`config.mk`:
```
export PLATFORM = sky130hd
export DESIGN_NAME = norm_shift
export DESIGN_NICKNAME = d
export VERILOG_FILES = /design/src/rtl/norm_pkg.sv /design/src/rtl/norm_pipe_reg.sv /design/src/rtl/norm_shift.sv
export SDC_FILE = /design/constraint.sdc
export NUM_CORES = 1
export LEC_CHECK = 0
export ABC_AREA = 1
export ABC_CLOCK_PERIOD_IN_PS = 2400
export BUFFER_PORTS_ARGS = -buffer_cell sky130_fd_sc_hd__buf_2
export CAP_MARGIN = 10
export CORE_ASPECT_RATIO = 0.9
export CORE_UTILIZATION = 45
export DETAILED_ROUTE_END_ITERATION = 8
export HOLD_SLACK_MARGIN = 0.15
export PLACE_DENSITY = 0.69
export SYNTH_ARGS = -nofsm -noshare
export SYNTH_HDL_FRONTEND = slang
export SYNTH_SLANG_ARGS = --single-unit
```
`constraint.sdc`:
```
create_clock -name clk -period 2.4 [get_ports clk]
set_input_delay 0 -clock clk [delete_from_list [all_inputs] [get_ports clk]]
set_output_delay 0 -clock clk [all_outputs]
set_load 0.02 [all_outputs]
```
`src/rtl/norm_pkg.sv`:
```
// norm_pkg: shared defaults and beat type for the norm_shift normalizer
package norm_pkg;
  localparam int WI_SZ_DEF = 32;
  localparam int WO_SZ_DEF = $clog2(WI_SZ_DEF) + 1;
  localparam int EXP_SZ_DEF = 8;
  typedef struct packed {
    logic [WI_SZ_DEF-1:0] data;
    logic [WO_SZ_DEF-1:0] lzc;
    logic [EXP_SZ_DEF-1:0] exp;
  } norm_beat_t;
endpackage

```
`src/rtl/norm_pipe_reg.sv`:
```
// norm_pipe_reg: single valid/ready register slice, async active-high reset
module norm_pipe_reg
  import norm_pkg::*;
#(
  parameter type T = norm_beat_t
) (
  input  logic clk,
  input  logic rst,
  input  logic valid_i,
  output logic ready_o,
  input  T     data_i,
  output logic valid_o,
  input  logic ready_i,
  output T     data_o
);
  logic valid_q;
  T data_q;
  assign ready_o = !valid_q || ready_i;
  assign valid_o = valid_q;
  assign data_o = data_q;
  always_ff @(posedge clk or posedge rst)
    if (rst) begin
      valid_q <= 1'b0;
      data_q <= '0;
    end else if (ready_o) begin
      valid_q <= valid_i;
      if (valid_i) data_q <= data_i;
    end
endmodule

```
`src/rtl/norm_shift.sv`:
```
// norm_shift: two-stage normalizer (S1 capture, S2 shift + exponent adjust).
// Define NORM_UFLOW_CLAMP_EN to clamp the shift at the exponent (denormal output on underflow).
module norm_shift
  import norm_pkg::*;
#(
  parameter int WI_SZ = WI_SZ_DEF,
  parameter int WO_SZ = $clog2(WI_SZ) + 1,
  parameter int EXP_SZ = EXP_SZ_DEF
) (
  input  logic              clk,
  input  logic              rst,
  input  logic              in_valid,
  output logic              in_ready,
  input  logic [WI_SZ-1:0]  in_data,
  input  logic [WO_SZ-1:0]  in_lzc,
  input  logic [EXP_SZ-1:0] in_exp,
  output logic              out_valid,
  input  logic              out_ready,
  output logic [WI_SZ-1:0]  out_data,
  output logic [EXP_SZ-1:0] out_exp,
  output logic              out_zero,
  output logic              out_uflow
);
  localparam int SH_W = EXP_SZ > WO_SZ ? EXP_SZ : WO_SZ;
  typedef struct packed {
    logic [WI_SZ-1:0] data;
    logic [WO_SZ-1:0] lzc;
    logic [EXP_SZ-1:0] exp;
  } beat_t;
  typedef struct packed {
    logic [WI_SZ-1:0] data;
    logic [EXP_SZ-1:0] exp;
    logic zero;
    logic uflow;
  } res_t;
  beat_t in_beat, s1_q;
  res_t res_d, s2_q;
  logic s1_ready, s1_valid, s2_ready;
  logic [WO_SZ-1:0] lzc_sat;
  logic [EXP_SZ:0] diff;
  logic [SH_W-1:0] shamt;
  logic zero;
  assign in_beat = '{data: in_data, lzc: in_lzc, exp: in_exp};
  assign in_ready = !rst && s1_ready;
  norm_pipe_reg #(.T(beat_t)) u_s1 (
    .clk(clk), .rst(rst),
    .valid_i(in_valid), .ready_o(s1_ready), .data_i(in_beat),
    .valid_o(s1_valid), .ready_i(s2_ready), .data_o(s1_q)
  );
  // borrow out of the EXP_SZ+1 subtract is the underflow flag
  always_comb begin
    lzc_sat = s1_q.lzc > WO_SZ'(WI_SZ) ? WO_SZ'(WI_SZ) : s1_q.lzc;
    zero = lzc_sat == WO_SZ'(WI_SZ);
    diff = {1'b0, s1_q.exp} - (EXP_SZ+1)'(lzc_sat);
`ifdef NORM_UFLOW_CLAMP_EN
    shamt = diff[EXP_SZ] ? SH_W'(s1_q.exp) : SH_W'(lzc_sat);
    res_d.exp = diff[EXP_SZ] ? '0 : diff[EXP_SZ-1:0];
`else
    shamt = SH_W'(lzc_sat);
    res_d.exp = diff[EXP_SZ-1:0];
`endif
    res_d.data = zero ? '0 : s1_q.data << shamt;
    res_d.exp = zero ? '0 : res_d.exp;
    res_d.zero = zero;
    res_d.uflow = !zero && diff[EXP_SZ];
  end
  norm_pipe_reg #(.T(res_t)) u_s2 (
    .clk(clk), .rst(rst),
    .valid_i(s1_valid), .ready_o(s2_ready), .data_i(res_d),
    .valid_o(out_valid), .ready_i(out_ready), .data_o(s2_q)
  );
  assign out_data = s2_q.data;
  assign out_exp = s2_q.exp;
  assign out_zero = s2_q.zero;
  assign out_uflow = s2_q.uflow;
endmodule

```
== Yosys cells after proc, flatten, opt, wreduce, memory -nomap -nowiden ==
Index checks and enable logic that the tools add are counted.

* Reductions and logical operators: 10
* Add/sub/neg operators: 1
* $lt $le $gt $ge: 1
* Multiplexer cells: 3
* Equality and inequality tests: 1
* Shift operators: 1

{| class="wikitable"
|+ Operators with widths
! cell !! number
|-
| $mux 32 || 1
|-
| $shl 32x6->32 || 1
|-
| $sub 8x6->9 || 1
|-
| $mux 8 || 1
|-
| $eq 6x6->1 const B || 1
|-
| $gt 6x6->1 const B || 1
|-
| $mux 6 || 1
|-
| $logic_not 1->1 || 4
|-
| $reduce_and 2->1 || 2
|-
| $logic_and 1x1->1 || 2
|-
| $logic_or 1x1->1 || 2
|}

* Logic and storage cells: 26
* Register bits after elaboration: 90
* Bits of input ports: 50
* Output and inout port bits: 44

== Logic depth before layout (Yosys ltp) ==
* Depth after elaboration: 5
* Mapped depth: 13
* Mapped depth without buffers: 12

== Cells and area by module ==
Synthesis repeated with hierarchy kept, for this count alone.

* Cell total of the unflattened synthesis: 870
* Area, all modules: 5906.9 um^2

{| class="wikitable"
|+ By module, submodules not included
! module !! area each (um^2) !! cells an instance !! instances
|-
| norm_shift || 2267.2 || 478 || 1
|-
| norm_pipe_reg (u_s1) || 1883.1 || 205 || 1
|-
| norm_pipe_reg (u_s2) || 1756.7 || 187 || 1
|}

== Worst setup path after synthesis ==
No wires, ideal clock.

* Path type: input -> output
* Start: input rst
* End: output in_ready
* Path slack: 182 ps
* Arrival: 2218 ps
* Stages on the path: 3
* Cell sequence: inv_1 -> nand2_1 -> inv_1

* Word-level cells in the longest chain between the ends: 2

{| class="wikitable"
|+ Ends and longest elaborated chain
! what !! RTL line !! source
|-
| start, declared || norm_shift.sv:11 || <nowiki>input logic rst,</nowiki>
|-
| $logic_not 1->1 (no line) || n/a ||
|-
| $logic_and 1x1->1 || norm_shift.sv:44 || <nowiki>assign in_ready = !rst && s1_ready;</nowiki>
|-
| end, declared || norm_shift.sv:13 || <nowiki>output logic in_ready,</nowiki>
|}

Every way passes these cells.

== Final worst setup path ==
* Start: register u_s2.valid_q (netlist: u_s2.valid_o)
* End: register u_s1.data_q (netlist bit u_s1.data_o[44])

* Word-level cells in the longest chain between the ends: 4

{| class="wikitable"
|+ Ends and longest elaborated chain
! what !! RTL line !! source
|-
| start, declared || norm_pipe_reg.sv:16 || <nowiki>logic valid_q;</nowiki>
|-
| start signal, assigned || norm_pipe_reg.sv:26 || <nowiki>valid_q <= valid_i;</nowiki>
|-
| $logic_not 1->1 || norm_pipe_reg.sv:18 || <nowiki>assign ready_o = !valid_q || ready_i;</nowiki>
|-
| $logic_or 1x1->1 (2 in a row) || norm_pipe_reg.sv:18 ||
|-
| $reduce_and 2->1 (no line) || n/a ||
|-
| end signal, assigned || norm_pipe_reg.sv:27 || <nowiki>if (valid_i) data_q <= data_i;</nowiki>
|-
| end, declared || norm_pipe_reg.sv:17 || <nowiki>T data_q;</nowiki>
|}

Every way passes these cells.
A chain may end at the register's enable or synchronous reset.

==> impl_results.md <==
- Clock Path Buffers: 2
- Setup TNS: 0 ns
- Most common cell on crit path: dlygate4sd3_1
- Initial core utilization: 0.4641
- Status: complete, no violations
- DP Area: 0.005941 mm^2
- Slowest CP cell: dlygate4sd3_1
- Crit path kind: register to register
- Worst Path Buf+Inv: 2
- Power density cells: 856.9 mW/mm^2
- Routed Antenna Nets: 0
- Die width: 116.9 um
- Max_cap viols: 0
- Layout Skew: 0.007044 ns
- Reg2Reg Depth: 6
- Vias per cell: 5.321
- Critical Path RT: 2.68 ns
- FF-to-FF Start: u_s2.valid_o$_DFFE_PP0P_
- Crit. End Element: register
- Die H: about 110 um
- Routed vias: 5369
- Layout Nets: ~900
- Fin area: 0.006888 mm^2
- # IOs: 94
- Mapped Avg Cell Area: around 7.6 um^2
- Post-synthesis mux area share: 0.05683
- Leak: 3.646 nW
- H-tree levels: 3
- Site Rows: 37
- Setup Viol. Count Final: 0
- Final max-slew violation count: 0
- Initial antenna violation count: 0
- Final Hold Fails: 0
- Number of global-route vias before repair: 5223
- Port buffer count: 93
- Yosys reg bits: 90
- Synthesis-to-layout area growth: 28.74%
- Register area share after synthesis: 0.4210
- GP Congestion: around 0.91
- Synth Area in XOR/XNOR: 0.001637
- Largest family of logic cells by synthesized area: simple AND/OR/NAND/NOR gates
- Yosys warning count: 0
- Cell variety after synth: 32
- Fin crit period: 2.284 ns
- Worst EP arrival: around 2.6 ns
- Worst vdd ir: 506.8 uV
- Syn Inst Count: between 700 and 800
- CTS buffer count: 9
- Detailed-route wire length: ~16 mm
- DRT Pass-1 Iters: 6
- Clock-pin transition on the worst setup and hold timing paths: ~0.07 ns
- Post-Synth Simple-Gate Area: 0.3609
- Post-Syn Area: 0.005350 mm^2
- # diodes: 0
- Reg-to-reg setup timing slack: 0.12 ns
- Post-Synth Adder-Cell Area: 0.01403
- Unrepaired setup endpoints after global routing: no
- Relative slew slack: 0.5361
- Syn Nets: approximately 760
- Final non-filler cell total: 1009
- CP cell instances: nand3_1 -> nand2_4 -> nor2_1 -> dlygate4sd3_1 -> a21oi_1 -> dlygate4sd3_1
- DRT iter0 DRCs: ~430
- GRT Resource Usage Total: 0.2748
- DRC violation count after routing: 0
- Largest net degree at the start of global routing: 53
- Clk_lat worst skew: between 0.3 and 0.4 ns
- Die area: 0.01233 mm^2
- Layout cells sized above 1: 0.2134
- Actual slew at the worst max-slew pin: 0.6951 ns
- Placed insts: 930
- Period utilization: 0.9516
- F_max: 437.8 MHz
- Hold WC Path Type: primary input to async pin
- Synth Area in Compound Gates: 0.07390
- Worst-path maximum fanout: 11
- Top delay family on crit path: buffers and inverters
- CP peak stage delay: just under 0.6 ns
- Reg2reg end: u_s1.data_o[44]$_DFFE_PP0P_
- Clk root buf: clkbuf_16
- First-pass GRT wire length: 25.74 mm
- Clock sinks: 90
- Core area: 0.01153 mm^2
- Final HPWL DP: roughly 11 mm
- Grt total ovfl: 0
- Routed length per instance: 15.52 um
- CP startpoint kind: register
- CTS tree: done
[sequential cells by signal (all words and copies together), names as in the netlist]
register and count:
u_s1.data_o 46, u_s2.data_o 42, u_s2.valid_o 1, u_s1.valid_o 1
[what timing repair did]
action | 4_1_cts | 5_1_grt
hold buffers | 60 | 0
setup buffers | 0 | 3
gates resized for setup | 0 | 1
endpoints found under the hold margin | 88 | 0
endpoints found under the setup margin | 0 | 5
[Yosys cell counts (all sizes together)]
cell / instances / area, um^2
a21oi: 26 / 141.4
clkinv: 1 / 3.750
nand4: 4 / 25.02
nand3: 163 / 855.8
a22o: 2 / 17.52
a21o: 2 / 15.01
xor2: 1 / 8.760
ha: 6 / 75.07
dfrtp: 90 / 2252
mux2: 27 / 304.0
nand2: 234 / 915.9
o21ai: 33 / 165.2
buf: 36 / 235.2
a32o: 1 / 10.01
clkbuf: 5 / 18.77
a31o: 1 / 8.760
inv: 33 / 126.4
a211oi: 1 / 7.510
o211ai: 4 / 30.03
nor2: 33 / 133.9
[final cells by class]
| cell class | instances | area (um^2) |
|---|---|---|
| flip-flops and latches | 90 | 2252 |
| well taps | 156 | 195.2 |
| clock buffers | 10 | 239.0 |
| inverters | 34 | 131.4 |
| repair buffers | 175 | 1269 |
| multi-input cells | 538 | 2721 |
| clock inverters | 6 | 80.08 |
| fillers | 1051 | 4639 |
[how the worst max path moves through the flow]
stage                           startpoint                     endpoint  slack [ns]  depth (start not counted)
2_1_floorplan                          rst   u_s1.data_o[0]$_DFFE_PP0P_        0.05                          1
3_3_place_gp    u_s1.data_o[8]$_DFFE_PP0P_   u_s2.data_o[6]$_DFFE_PP0P_        0.49                         10
3_5_place_dp   u_s1.data_o[13]$_DFFE_PP0P_   u_s2.data_o[9]$_DFFE_PP0P_        0.46                          9
4_1_cts           u_s2.valid_o$_DFFE_PP0P_  u_s1.data_o[43]$_DFFE_PP0P_        0.12                          6
5_1_grt           u_s2.valid_o$_DFFE_PP0P_  u_s1.data_o[44]$_DFFE_PP0P_       0.008                          6
6_report          u_s2.valid_o$_DFFE_PP0P_  u_s1.data_o[44]$_DFFE_PP0P_        0.12                          6
[stage by stage]
stage / util / setup slack, ns / total power, mW / hold WS, ns
2_1_floorplan: - / 0.04579 / 3.615 / 0.1504
3_3_place_gp: 0.5154 / 0.4895 / 4.241 / 0.1132
3_5_place_dp: 0.5154 / 0.4585 / 4.269 / 0.1305
4_1_cts: 0.5951 / 0.1155 / 5.890 / 0.3075
5_1_grt: 0.5975 / 0.008445 / 6.309 / 0.3423
6_report: 0.5975 / 0.1161 / 5.902 / 0.2791
[cell families after synthesis]
group / Yosys count
compound gates: 70
xor+xnor: 1
fa+ha+maj: 6
buf+inv: 75
flops: 90
mux: 27
simple gates: 434
[power breakdown]
group / internal, mW / switching [mW] / total [mW]
clock: 0.933 / 0.593 / 1.53
combinational: 0.841 / 1.50 / 2.34
sequential: 1.82 / 0.211 / 2.04
[placed cells by master (no fill, tap or decap), drive strengths merged, types with 4 or more instances in the layout]
cell / Yosys / layout
nand2: 234 / 234
nand3: 163 / 163
buf: 36 / 115
dfrtp: 90 / 90
dlygate4sd3: 0 / 60
nor2: 33 / 33
o21ai: 33 / 33
inv: 33 / 32
mux2: 27 / 27
a21oi: 26 / 26
clkbuf: 5 / 10
ha: 6 / 6
clkinv: 1 / 6
nand4: 4 / 4
o211ai: 4 / 4
[worst min-delay path, stage by stage]
cell and delay [ns]:
dlygate4sd3_1 0.53, buf_2 0.12, clkinv_2 0.46
[metal layers]
layer  routed length [um]  track usage
met4                  355      0.09946
met3                  923      0.05980
met1                 7318       0.3750
met5                    0            0
met2                 7058       0.4260
Note: power is estimated with default switching activity, not from simulation.
